File: config.mk
export PLATFORM = sky130hd
export DESIGN_NAME = pipelined_adder
export DESIGN_NICKNAME = d
export VERILOG_FILES = /design/src/rtl/adder_pkg.sv /design/src/rtl/adder_slice.sv /design/src/rtl/pipelined_adder.sv
export SDC_FILE = /design/constraint.sdc
export NUM_CORES = 1
export LEC_CHECK = 0
export BUFFER_PORTS_ARGS = -buffer_cell sky130_fd_sc_hd__buf_2
export CAP_MARGIN = 10
export CORE_MARGIN = 10
export CORE_UTILIZATION = 29
export DETAILED_ROUTE_END_ITERATION = 16
export GPL_ROUTABILITY_DRIVEN = 0
export HOLD_SLACK_MARGIN = 0.03
export MAX_ROUTING_LAYER = met4
export PLACE_DENSITY = 0.49
export SETUP_SLACK_MARGIN = 0.3
export SYNTH_ARGS = -nofsm -noshare
export SYNTH_HDL_FRONTEND = slang
export SYNTH_HIERARCHICAL = 1
export SYNTH_SLANG_ARGS = --single-unit
File: constraint.sdc
create_clock -name clk -period 4 [get_ports clk]
set_input_delay 0.8 -clock clk [delete_from_list [all_inputs] [get_ports clk]]
set_output_delay 0.8 -clock clk [all_outputs]
set_load 0.005 [all_outputs]
File: src/rtl/adder_pkg.sv
// Shared types and helpers for the pipelined add/subtract unit.
// The optional ADDER_SATURATE_EN build uses sat_value() in the final stage.
package adder_pkg;

    typedef enum logic {
        OP_ADD = 1'b0,
        OP_SUB = 1'b1
    } op_t;

    typedef struct packed {
        logic n;
        logic z;
        logic c;
        logic v;
    } flags_t;

    localparam int SAT_MAX_WIDTH = 256;

    // Signed saturation bound for a width-bit word: max positive when sign=0, min negative when sign=1.
    function automatic logic [SAT_MAX_WIDTH-1:0] sat_value(input int width, input logic sign);
        logic [SAT_MAX_WIDTH-1:0] val;
        for (int i = 0; i < SAT_MAX_WIDTH; i++) begin
            if (i < width - 1) begin
                val[i] = ~sign;
            end else if (i == width - 1) begin
                val[i] = sign;
            end else begin
                val[i] = 1'b0;
            end
        end
        return val;
    endfunction

endpackage

File: src/rtl/adder_slice.sv
// Combinational SLICE-bit adder used once per pipeline stage.
// Reports carry-out and the carry into the slice MSB for overflow detection.
module adder_slice #(
    parameter int SLICE = 8
) (
    input  logic [SLICE-1:0] a_slice,
    input  logic [SLICE-1:0] b_slice,
    input  logic             cin,
    output logic [SLICE-1:0] sum,
    output logic             cout,
    output logic             cmsb
);

    // Slice sum; the carry into the MSB is recovered from sum = a ^ b ^ carry at that bit.
    always_comb begin
        {cout, sum} = {1'b0, a_slice} + {1'b0, b_slice} + {{SLICE{1'b0}}, cin};
        cmsb        = sum[SLICE-1] ^ a_slice[SLICE-1] ^ b_slice[SLICE-1];
    end

endmodule

File: src/rtl/pipelined_adder.sv
// STAGES-deep ripple-sliced add/subtract with NZCV flags and valid/ready backpressure.
// Define ADDER_SATURATE_EN to clamp signed overflow to the saturation bound.
module pipelined_adder
    import adder_pkg::*;
#(
    parameter int WIDTH  = 32,
    parameter int STAGES = 4
) (
    input  logic             clk,
    input  logic             reset,
    input  logic             in_valid,
    output logic             in_ready,
    input  op_t              op,
    input  logic [WIDTH-1:0] A,
    input  logic [WIDTH-1:0] B,
    input  logic             Cin,
    output logic             out_valid,
    input  logic             out_ready,
    output logic [WIDTH-1:0] out,
    output flags_t           flags
);

    localparam int SLICE = WIDTH / STAGES;

    logic             stall_s;
    logic             accept_s;
    logic [WIDTH-1:0] b_eff_s;
    logic             cin_eff_s;

    assign stall_s  = out_valid && !out_ready;
    assign in_ready = !stall_s;
    assign accept_s = in_valid && in_ready;

    // Subtraction is A + ~B + 1, so B is inverted and the carry forced high on entry.
    always_comb begin
        case (op)
            OP_SUB: begin
                b_eff_s   = ~B;
                cin_eff_s = 1'b1;
            end
            default: begin
                b_eff_s   = B;
                cin_eff_s = Cin;
            end
        endcase
    end

    for (genvar k = 0; k < STAGES; k++) begin : g_stage
        localparam int LO = k * SLICE;

        // w holds finished sum bits below the current slice and untouched A bits above it.
        logic [WIDTH-1:0]    w_in_s;
        logic [WIDTH-LO-1:0] b_in_s;
        logic                c_in_s;
        logic                v_in_s;
        logic [SLICE-1:0]    sum_s;
        logic                cout_s;
        logic                cmsb_s;
        logic [WIDTH-1:0]    w_nxt_s;
        logic                valid_r;
        logic [WIDTH-1:0]    w_r;

        if (k == 0) begin : g_src
            assign w_in_s = A;
            assign b_in_s = b_eff_s;
            assign c_in_s = cin_eff_s;
            assign v_in_s = accept_s;
        end else begin : g_src
            assign w_in_s = g_stage[k-1].w_r;
            assign b_in_s = g_stage[k-1].g_mid.b_r;
            assign c_in_s = g_stage[k-1].g_mid.carry_r;
            assign v_in_s = g_stage[k-1].valid_r;
        end

        adder_slice #(
            .SLICE(SLICE)
        ) u_slice (
            .a_slice(w_in_s[LO +: SLICE]),
            .b_slice(b_in_s[SLICE-1:0]),
            .cin    (c_in_s),
            .sum    (sum_s),
            .cout   (cout_s),
            .cmsb   (cmsb_s)
        );

        // Splice this stage's slice sum into the travelling word.
        always_comb begin
            w_nxt_s             = w_in_s;
            w_nxt_s[LO +: SLICE] = sum_s;
        end

        if (k < STAGES - 1) begin : g_mid
            localparam int BW = WIDTH - (k + 1) * SLICE;

            logic [BW-1:0] b_r;
            logic          carry_r;
            logic          cmsb_unused_s;

            assign cmsb_unused_s = cmsb_s;

            // Intermediate stage register; the whole pipeline freezes on stall.
            always_ff @(posedge clk) begin
                if (reset) begin
                    valid_r <= 1'b0;
                    w_r     <= {WIDTH{1'b0}};
                    b_r     <= {BW{1'b0}};
                    carry_r <= 1'b0;
                end else if (!stall_s) begin
                    valid_r <= v_in_s;
                    w_r     <= w_nxt_s;
                    b_r     <= b_in_s[WIDTH-LO-1:SLICE];
                    carry_r <= cout_s;
                end
            end
        end else begin : g_last
            logic [WIDTH-1:0] res_s;
            flags_t           fl_s;
            flags_t           flags_r;

            // Final result and flags; N and Z always reflect the value actually presented.
            always_comb begin
                fl_s.c = cout_s;
                fl_s.v = cout_s ^ cmsb_s;
`ifdef ADDER_SATURATE_EN
                if (fl_s.v) begin
                    res_s = WIDTH'(sat_value(WIDTH, w_in_s[WIDTH-1]));
                end else begin
                    res_s = w_nxt_s;
                end
`else
                res_s = w_nxt_s;
`endif
                fl_s.n = res_s[WIDTH-1];
                fl_s.z = (res_s == {WIDTH{1'b0}});
            end

            // Output register; holds its last value across bubbles and stalls.
            always_ff @(posedge clk) begin
                if (reset) begin
                    valid_r <= 1'b0;
                    w_r     <= {WIDTH{1'b0}};
                    flags_r <= 4'b0000;
                end else if (!stall_s) begin
                    valid_r <= v_in_s;
                    if (v_in_s) begin
                        w_r     <= res_s;
                        flags_r <= fl_s;
                    end
                end
            end
        end
    end

    assign out_valid = g_stage[STAGES-1].valid_r;
    assign out       = g_stage[STAGES-1].w_r;
    assign flags     = g_stage[STAGES-1].g_last.flags_r;

endmodule

==> impl_metrics.ini <==
[die]
core_region_area_um2 = 27600
core.rowCount = 61
fp.dieH_um = 187
die_area_um2 = 35000
io_pins = 108
die_x_um = 187
start_util_pct = 29.3

[sta]
hold_viol = 0
fin_hold_ws_ns = 0.450
slew_viol_final = 0
fin_ws_ns = 0.784
rsz0062_at_grt = false
fin_crit_ns = 3.22
setup-violations-final = 0
finalCritPeriodShare_pct = 80.4
skew_ns = 0.00857
final.setup.tns_ns = 0
worstMarginPinSlew_ns = 1.06
slew_headroom_pct = 29.6
fmax_mhz = 311

[worst_setup_path]
critPathMaxFanout = 4
cp.arrival_ns = 3.56
endpoint_kind = register
crit_top_cell = fa_1
worstSetupPathType = reg -> reg
critPathSlowestCell = or4_1
crit_buf_inv = 0
critPathMaxStageDelay_ns = 0.49
cpLargestDelayFamily = simple AND/OR/NAND/NOR gates
path_cells = fa_1 > fa_1 > a21o_2 > a21oi_1 > or4b_1 > o2111ai_1 > nor4_1 > nand4_1 > or4_1 > o31ai_2
crit_required_ns = 4.34
start_kind = register

[run]
max_cap_violations = 0

[power_and_ir_drop]
p_leak_nw = 3.85
p_total_mw = 4.24
ir_drop_v = 0.000229
power_density_nw_per_um2 = 445

[hold_path]
hp-class = reg -> reg

[finish]
multiInputGateArea_um2 = 4050
fillers = 3066
areaGrowthSynthToFinish_pct = 17.9
drive_above_1_share_pct = 15.3
final_cell_mix = 323 x nand2_1, 186 x dfxtp_1, 175 x a21oi_1
ff_latch_area_um2 = 3720
nets = 1177
final_common_cell = nand2_1
fin_cells = 1462
diodes = 0

[clock_tree]
cts-root-buf = clkbuf_16
cts_tree = yes
clock_latency_ns = 0.42
clk_pin_slew_worst_paths_ns = 0.07
cts_num_sinks = 186
cts_buffer_depth = 2
cts_buffers = 17
cts_resized = 0
cts_max_level = 4
holdBufCountCts = 0
postCtsSetupBuffers = 0

[drt]
dr.pass1.iters = 4
viasPerCell = 4.45
drt_iter0_drc = 353
finalWirelength_um = 20300
dr_total_vias = 6506
wl_per_cell_um = 13.9
drtAntennaViolNets = 0
drc = 0

[placed_design]
placed_cells_incl_taps = 1430
post-place-ws_ns = 0.788
dp_hpwl_um = 14000
numPortBuffers = 107

[global_routing]
grt_pass1_vias = 6200
grt_max_degree = 138
grt_pass1_wl_um = 32800
grt-ovfl-total = 0
groute.usage.overall_pct = 11.6
antenna_found_initial = 0

[outcome]
status = complete, no violations

[logic_synthesis]
yosys_warnings = 6
synthesis.instances = 1002
syn_area_per_cell_um2 = 8.07
synth.net_count = 1108
mappedNetlistArea_um2 = 8080
## sequential cells by signal, summed over array words and instances (netlist names)
| register | flops |
|---|---|
| flags | 3 |
| g_stage.g_mid.b_r | 48 |
| g_stage.g_mid.carry_r | 3 |
| g_stage.valid_r | 3 |
| g_stage.w_r | 96 |
| out | 32 |
| out_valid | 1 |
## layer usage
metal	track usage (%)	routed length [um]
met1	17.4	11800
met2	15.2	7860
met3	2.20	387
met4	3.35	167
met5	-	0
## power by group
part | switching (mW) | internal (mW) | total [mW]
Clock | 0.712 | 1.02 | 1.73
Sequential | 0.0693 | 1.97 | 2.04
Combinational | 0.269 | 0.209 | 0.478
## worst paths after layout
kind	endpoint	cells after the start	slack, ns	start
max	flags[2]$_SDFFE_PP0P_	10	0.78	g_stage[2].w_r[24]$_SDFFE_PP0N_
min	out[19]$_SDFFE_PP0P_	2	0.45	out[19]$_SDFFE_PP0P_
max reg2reg	flags[2]$_SDFFE_PP0P_	10	0.78	g_stage[2].w_r[24]$_SDFFE_PP0N_
min reg2reg	out[19]$_SDFFE_PP0P_	2	0.45	out[19]$_SDFFE_PP0P_
## area by class of cell
cell class / instances / share of cell area [%]
clock buffers: 21 / 4.83
multi-input cells: 737 / 42.5
inverters: 13 / 0.538
flip-flops and latches: 186 / 39.1
clock inverters: 11 / 1.52
repair buffers: 116 / 6.53
well taps: 378 / 4.96
## tightest hold or removal path: cells and delay by family, from the launching register on
| family | cells | cell delay, ns |
|---|---|---|
| AO/OA/AOI/OAI | 1 | 0.05 |
| flip-flops | 1 | 0.31 |
| AND/OR/NAND/NOR | 1 | 0.05 |
## through the flow
| step | cell area, um2 | utilization (%) |
|---|---|---|
| 2_1_floorplan | 8080 | - |
| 3_3_place_gp | 8920 | 32.3 |
| 3_5_place_dp | 8920 | 32.3 |
| 4_1_cts | 9530 | 34.5 |
| 5_1_grt | 9530 | 34.5 |
| 6_report | 9530 | 34.5 |
Power figures use the tool's default switching activity.
